[src/rtl/lock_chamber_ctrl.sv]
`default_nettype none
// ============================================================================
// Module      : lock_chamber_ctrl
// Description : Canal-lock chamber sequencer. Latches boat requests from the
//               upper and lower sides and models the chamber water level
//               between LEVEL_LOW and LEVEL_HIGH. It runs the fill/drain
//               valves and opens one gate at a time, with a minimum open
//               dwell and a fixed closing time.
// Ports       : clk, reset (sync, active-high)
//               upper_switch / lower_switch  - side requests (pulse or level)
//               occupied                     - boat-in-chamber sense
//               estop                        - freeze input (LOCK_ESTOP_EN only)
//               gate_state   [1:0]           - 00 closed, 01 upper, 10 lower
//               water_status [1:0]           - 10 low, 11 high, 01 fill, 00 drain
//               level [LEVEL_W-1:0]          - modelled water level
//               fill_valve, drain_valve, busy
// Config      : define LOCK_ESTOP_EN to add the estop freeze input.
// Revision    : 1.0 - initial release
// ============================================================================
module lock_chamber_ctrl #(
    parameter int LEVEL_W     = 8,
    parameter int LEVEL_LOW   = 10,
    parameter int LEVEL_HIGH  = 200,
    parameter int RATE        = 1,
    parameter int GATE_CYCLES = 16
) (
    input  logic               clk,
    input  logic               reset,
    input  logic               upper_switch,
    input  logic               lower_switch,
    input  logic               occupied,
`ifdef LOCK_ESTOP_EN
    input  logic               estop,
`endif
    output logic [1:0]         gate_state,
    output logic [1:0]         water_status,
    output logic [LEVEL_W-1:0] level,
    output logic               fill_valve,
    output logic               drain_valve,
    output logic               busy
);

    localparam int TMR_W = (GATE_CYCLES < 2) ? 1 : $clog2(GATE_CYCLES);
    localparam logic [TMR_W-1:0]   TMR_LOAD = TMR_W'(GATE_CYCLES - 1);
    localparam logic [LEVEL_W-1:0] LVL_LO   = LEVEL_W'(LEVEL_LOW);
    localparam logic [LEVEL_W-1:0] LVL_HI   = LEVEL_W'(LEVEL_HIGH);
    localparam logic [31:0]        LO_U     = 32'(LEVEL_LOW);
    localparam logic [31:0]        HI_U     = 32'(LEVEL_HIGH);
    localparam logic [31:0]        RATE_U   = 32'(RATE);

    localparam logic [2:0] S_CLOSED  = 3'd0;
    localparam logic [2:0] S_FILL    = 3'd1;
    localparam logic [2:0] S_DRAIN   = 3'd2;
    localparam logic [2:0] S_OPEN_UP = 3'd3;
    localparam logic [2:0] S_OPEN_LO = 3'd4;
    localparam logic [2:0] S_CLOSING = 3'd5;

    logic [2:0]         state_q,  state_d;
    logic [LEVEL_W-1:0] level_q,  level_d;
    logic [TMR_W-1:0]   timer_q,  timer_d;
    logic               req_up_q, req_up_d;
    logic               req_lo_q, req_lo_d;

    logic               w_estop;
    logic               w_enter_up;
    logic               w_enter_lo;
    logic [31:0]        w_lvl32;
    logic [LEVEL_W-1:0] w_fill_next;
    logic [LEVEL_W-1:0] w_drain_next;
    logic               w_at_low;
    logic               w_at_high;

`ifdef LOCK_ESTOP_EN
    assign w_estop = estop;
`else
    assign w_estop = 1'b0;
`endif

    // occupied is sampled for the interface but has no behavioural effect.
    logic unused_occupied;
    assign unused_occupied = occupied;

    assign w_at_low  = (level_q == LVL_LO);
    assign w_at_high = (level_q == LVL_HI);

    // Clamp comparisons are done in 32 bits so neither the add nor the
    // subtract can wrap around the level register.
    assign w_lvl32      = 32'(level_q);
    assign w_fill_next  = (w_lvl32 + RATE_U >= HI_U) ? LVL_HI
                                                     : level_q + LEVEL_W'(RATE);
    assign w_drain_next = (w_lvl32 < LO_U + RATE_U)  ? LVL_LO
                                                     : level_q - LEVEL_W'(RATE);

    always_comb begin
        state_d    = state_q;
        level_d    = level_q;
        timer_d    = timer_q;
        w_enter_up = 1'b0;
        w_enter_lo = 1'b0;
        case (state_q)
            S_CLOSED: begin
                // A request matching the current level wins over a transit.
                if (w_at_high && req_up_q) begin
                    state_d    = S_OPEN_UP;
                    timer_d    = TMR_LOAD;
                    w_enter_up = 1'b1;
                end else if (w_at_low && req_lo_q) begin
                    state_d    = S_OPEN_LO;
                    timer_d    = TMR_LOAD;
                    w_enter_lo = 1'b1;
                end else if (w_at_low && req_up_q) begin
                    state_d = S_FILL;
                end else if (w_at_high && req_lo_q) begin
                    state_d = S_DRAIN;
                end
            end
            S_FILL: begin
                level_d = w_fill_next;
                if (w_fill_next == LVL_HI) begin
                    state_d    = S_OPEN_UP;
                    timer_d    = TMR_LOAD;
                    w_enter_up = 1'b1;
                end
            end
            S_DRAIN: begin
                level_d = w_drain_next;
                if (w_drain_next == LVL_LO) begin
                    state_d    = S_OPEN_LO;
                    timer_d    = TMR_LOAD;
                    w_enter_lo = 1'b1;
                end
            end
            S_OPEN_UP: begin
                if (timer_q != '0) begin
                    timer_d = timer_q - 1'b1;
                end else if (!upper_switch) begin
                    state_d = S_CLOSING;
                    timer_d = TMR_LOAD;
                end
            end
            S_OPEN_LO: begin
                if (timer_q != '0) begin
                    timer_d = timer_q - 1'b1;
                end else if (!lower_switch) begin
                    state_d = S_CLOSING;
                    timer_d = TMR_LOAD;
                end
            end
            S_CLOSING: begin
                if (timer_q != '0) begin
                    timer_d = timer_q - 1'b1;
                end else begin
                    state_d = S_CLOSED;
                end
            end
            default: begin
                state_d = S_CLOSED;
            end
        endcase

        // Emergency stop freezes the sequencer but not the request latches.
        if (w_estop) begin
            state_d    = state_q;
            level_d    = level_q;
            timer_d    = timer_q;
            w_enter_up = 1'b0;
            w_enter_lo = 1'b0;
        end
    end

    // A switch still high on the clearing cycle re-arms its latch.
    assign req_up_d = upper_switch | (req_up_q & ~w_enter_up);
    assign req_lo_d = lower_switch | (req_lo_q & ~w_enter_lo);

    always_ff @(posedge clk) begin
        if (reset) begin
            state_q  <= S_CLOSED;
            level_q  <= LVL_LO;
            timer_q  <= '0;
            req_up_q <= 1'b0;
            req_lo_q <= 1'b0;
        end else begin
            state_q  <= state_d;
            level_q  <= level_d;
            timer_q  <= timer_d;
            req_up_q <= req_up_d;
            req_lo_q <= req_lo_d;
        end
    end

    assign level       = level_q;
    assign gate_state  = (state_q == S_OPEN_UP) ? 2'b01 :
                         (state_q == S_OPEN_LO) ? 2'b10 : 2'b00;
    assign water_status = (state_q == S_FILL)  ? 2'b01 :
                          (state_q == S_DRAIN) ? 2'b00 :
                          w_at_high            ? 2'b11 : 2'b10;
    assign fill_valve  = (state_q == S_FILL)  && !w_estop;
    assign drain_valve = (state_q == S_DRAIN) && !w_estop;
    assign busy        = (state_q != S_CLOSED) || w_estop;

endmodule
`default_nettype wire
[config.mk]
export PLATFORM = sky130hd
export DESIGN_NAME = lock_chamber_ctrl
export DESIGN_NICKNAME = d
export VERILOG_FILES = /design/src/rtl/lock_chamber_ctrl.sv
export SDC_FILE = /design/constraint.sdc
export NUM_CORES = 1
export LEC_CHECK = 0
export ABC_AREA = 0
export CORE_AREA = 2 2 77 79
export DETAILED_ROUTE_END_ITERATION = 10
export DIE_AREA = 0 0 79 81
export PLACE_DENSITY = 0.5
export SKIP_CTS_REPAIR_TIMING = 1
export SLEW_MARGIN = 10
export SYNTH_ARGS = -nofsm -noshare
export SYNTH_HDL_FRONTEND = slang
export SYNTH_SLANG_ARGS = --single-unit
[constraint.sdc]
create_clock -name clk -period 2.52 [get_ports clk]
set_input_delay 0.252 -clock clk [delete_from_list [all_inputs] [get_ports clk]]
set_output_delay 0.252 -clock clk [all_outputs]
set_load 0.02 [all_outputs]
==> parameters.txt <==
Parameter                              Value

Power and ir drop
  Overall power    1.94 mW
  P_int    1.02 mW
  Clock share of power    11.1%
  Net switching power    929 uW
  Switching fraction of total power    between 40% and 50%
  Sequential share of power    between 20% and 30%
  Pwr dens    1090 mW/mm2
  Worst VDD drop    about 0.33 mV
  Leakage power    0.707 nW
  Logic gate share of total power    66.8%

Die
  FP Rows    28
  Horizontal extent of the die    79 um
  Initial standard-cell utilization of the core    approximately 26%
  Area of the die    between 0.006 and 0.007 mm2
  # IOs    20
  Floorplan Core Area    0.00568 mm2
  DIE HEIGHT    about 81 um

Critical path
  Worst r2r path cells    8
  Kind of end point of the critical path    primary output
  Critical path's slowest cell    sky130_fd_sc_hd__clkdlybuf4s50_1
  Series of cell instances along the critical path    and2b_2, nand4_1, o21ai_0, clkdlybuf4s50_1
  Sort of element at the start of the critical path    flip-flop
  Category of the most critical setup path    reg2out
  CP required    2270 ps
  CP arrival    between 2000 and 2500 ps
  Largest fanout of any net on the critical path    13
  Biggest cell delay along the critical path    630 ps

STA
  Fmax    around 420 MHz
  Final Slew Violations    0
  Post-layout minimum cycle time    2360 ps
  Unrepaired setup endpoints after global routing    no
  Number of endpoints failing setup at the final stage    0
  Final setup skew    3.33 ps
  Final-report hold violation count    0
  Actual transition at the worst max-transition pin    approximately 460 ps
  Fin Hold WS    475 ps
  Aggregate negative setup slack    0 ps
  Final worst setup slack    156 ps
  Relative slew slack    around 70%
  Crit share post-route    93.8%

Global routing
  Vias in the first global route    1,358
  Leftover overflow at the end of global routing    0
  Aggregate global-route resource usage    13.2%
  First-pass GRT wire length    approximately 6700 um
  Number of antenna violations at the first check in global routing    0
  Pin count of the biggest net entering global routing    16

Clocking
  Insertion delay of the later-clocked pin in the worst-skew pair    260 ps
  Clock tree root buffer cell    sky130_fd_sc_hd__clkbuf_8
  Maximum level of the CTS H-tree    1
  Sinks on the clock net    17
  Cts bufs inserted    3
  Max Buffers Root-to-Sink    2
  TritonCTS clock tree    done
  Clock transition at path regs    approximately 70 ps

Hold path
  Count of cells along the worst hold path    1
  Class of the worst hold path    reg2reg

Synthesis
  Share of the synthesized area in the top cell type    23.1%
  Net count after synthesis    just under 200
  Flip-flop and latch count after synthesis    17
  Register area share after synthesis    23.1%
  Post-synthesis cell count    189
  Mean instance size in the synthesized netlist    7.81 um2
  Number of flops mapped to enable cells by yosys    0
  Post-synthesis compound-gate area fraction    ~28%
  Share of cell area taken by muxes after synthesis    0.679%
  Combinational family with the most area after synthesis    simple AND/OR/NAND/NOR gates
  Basic-gate share of the synthesized area counting and, or, nand and nor cells    30.4%
  Number of distinct standard cells referenced by the synthesized netlist    54
  Most frequently used flop master after synthesis    sky130_fd_sc_hd__dfxtp_1
  Ys Warns    0
  Share of synthesized cell area in full adder, half adder and majority cells    4.24%
  Post-synthesis share of cell area spent on xor and xnor gates    ~3.6%
  Largest area contributor in the synthesized netlist    sky130_fd_sc_hd__dfxtp_1
  Post-synthesis async set-or-reset flop share    0%
  Combined area of all synthesized cells    0.00148 mm2
  Largest cells by area after synthesis    sky130_fd_sc_hd__dfxtp_1 23%, sky130_fd_sc_hd__nand2_1 4.6%, sky130_fd_sc_hd__a21oi_1 4.4%

Place
  Number of I/O port buffers    18
  Final RePlAce weighted congestion    0.828
  Setup slack after placement    198 ps
  HPWL reported at the end of detailed placement    ~3000 um

Cells and area
  Count of antenna diodes in the layout    0
  Post-Route Utilization    31.5%
  Net total in the final layout    224
  Synth-to-Final Area Change    21.0%
  Layout cells sized above 1    15.0%

Run status
  Result of the run    finished clean

Routing
  Number of design-rule violations left by the first detailed-router iteration    55
  Routed WL per cell    between 10 and 15 um
  First-pass DRT Iterations    4
  Average vias per placed instance    5.14
  DRT Wirelength    4050 um
  Via count    1,480
  DRC violations left    0
  Remaining antenna violation count after routing    0

Job
  Maximum Capacitance Violations    0
-- power groups by stage --
stage                     registers [mW]  clock network [mW]  logic, mW
after floorplan                    0.452                   0      0.868
after global placement             0.437                   0       1.30
after detailed placement           0.435                   0       1.29
after CTS                          0.429               0.228       1.30
after global routing               0.444               0.237       1.43
final                              0.430               0.216       1.30
-- registers in the layout, summed over array words and instances (netlist names) --
name / flops
level: 8
timer_q: 4
req_lo_q: 1
req_up_q: 1
state_q: 3
-- worst max-delay path: cells and delay by family (launching register included) --
family	cells	cell delay (ps)
DFF	1	610
and+or+nand+nor	2	410
buffers and inverters	1	630
AOI/OAI and AO/OA	1	200
-- per-layer routing --
layer  up-vias  routed length [um]  GRT usage [%]  part of all wire (%)
li1        745                   -              -                     -
met1       675                1960           18.1                    48
met2        53                1830           21.2                    45
met3         7                 192           1.67                   4.7
met4         0                  70           5.00                   1.7
met5         -                   0              0                     0
-- synth_stat cells (4+ instances only) --
master and count:
sky130_fd_sc_hd__a21oi_1 13, sky130_fd_sc_hd__o31ai_1 4, sky130_fd_sc_hd__and4_1 4, sky130_fd_sc_hd__nor2_1 16, sky130_fd_sc_hd__a31oi_1 7, sky130_fd_sc_hd__nand3_1 6
sky130_fd_sc_hd__nand2_1 18, sky130_fd_sc_hd__dfxtp_1 17, sky130_fd_sc_hd__xnor2_1 4, sky130_fd_sc_hd__nor3_1 8, sky130_fd_sc_hd__and3_1 4, sky130_fd_sc_hd__inv_1 14
sky130_fd_sc_hd__buf_6 4, sky130_fd_sc_hd__ha_1 5, sky130_fd_sc_hd__o21ai_0 8
-- layout make-up --
class / instances / area (um2)
timing repair buffer: 30 / 270
sequential: 17 / 340
fill: 617 / 3890
clock buffer: 3 / 41.3
inverter: 14 / 52.6
tap: 75 / 93.8
multi-input combinational: 148 / 982
clock inverter: 1 / 5.00
-- path summary, 6_finish.rpt --
check / start / end / slack (ps)
setup / recovery: level[3] / water_status[0] / 160
hold / removal: timer_q[0] / timer_q[0] / 480
setup reg to reg: level[1] / timer_q[2] / 190
hold reg to reg: timer_q[0] / timer_q[0] / 480
-- layout by cell type (no fill, tap or decap), types with 2 or more instances in the layout --
master	synthesis	final
sky130_fd_sc_hd__a211oi_1	3	3
sky130_fd_sc_hd__a21o_1	3	3
sky130_fd_sc_hd__a21oi_1	13	13
sky130_fd_sc_hd__a221oi_1	2	2
sky130_fd_sc_hd__a31oi_1	7	7
sky130_fd_sc_hd__and2_1	2	2
sky130_fd_sc_hd__and2b_2	2	2
sky130_fd_sc_hd__and3_1	4	4
sky130_fd_sc_hd__and4_1	4	4
sky130_fd_sc_hd__buf_4	1	12
sky130_fd_sc_hd__clkbuf_8	2	3
sky130_fd_sc_hd__clkdlybuf4s50_1	0	18
sky130_fd_sc_hd__dfxtp_1	17	17
sky130_fd_sc_hd__ha_1	5	5
sky130_fd_sc_hd__inv_1	14	14
sky130_fd_sc_hd__nand2_1	18	18
sky130_fd_sc_hd__nand3_1	6	6
sky130_fd_sc_hd__nand4_1	2	2
sky130_fd_sc_hd__nor2_1	16	16
sky130_fd_sc_hd__nor3_1	8	8
sky130_fd_sc_hd__nor4_2	2	2
sky130_fd_sc_hd__o211ai_1	3	3
sky130_fd_sc_hd__o21ai_0	8	8
sky130_fd_sc_hd__o22ai_1	3	3
sky130_fd_sc_hd__o31ai_1	4	4
sky130_fd_sc_hd__or3_1	3	3
sky130_fd_sc_hd__xnor2_1	4	4
sky130_fd_sc_hd__xor2_1	2	2
-- metrics by stage --
| step | cell area, um2 | cells |
|---|---|---|
| after floorplan | 1480 | 189 |
| after global placement | 1740 | 284 |
| after detailed placement | 1740 | 284 |
| after CTS | 1790 | 288 |
| after global routing | 1790 | 288 |
| final | 1790 | 288 |
-- kinds of logic after synthesis --
kind of cell	Yosys count
simple gates	79
buf+inv	24
compound gates	57
mux	1
fa+ha+maj	5
flops	17
xor+xnor	6
(Power assumes the default switching activity.)
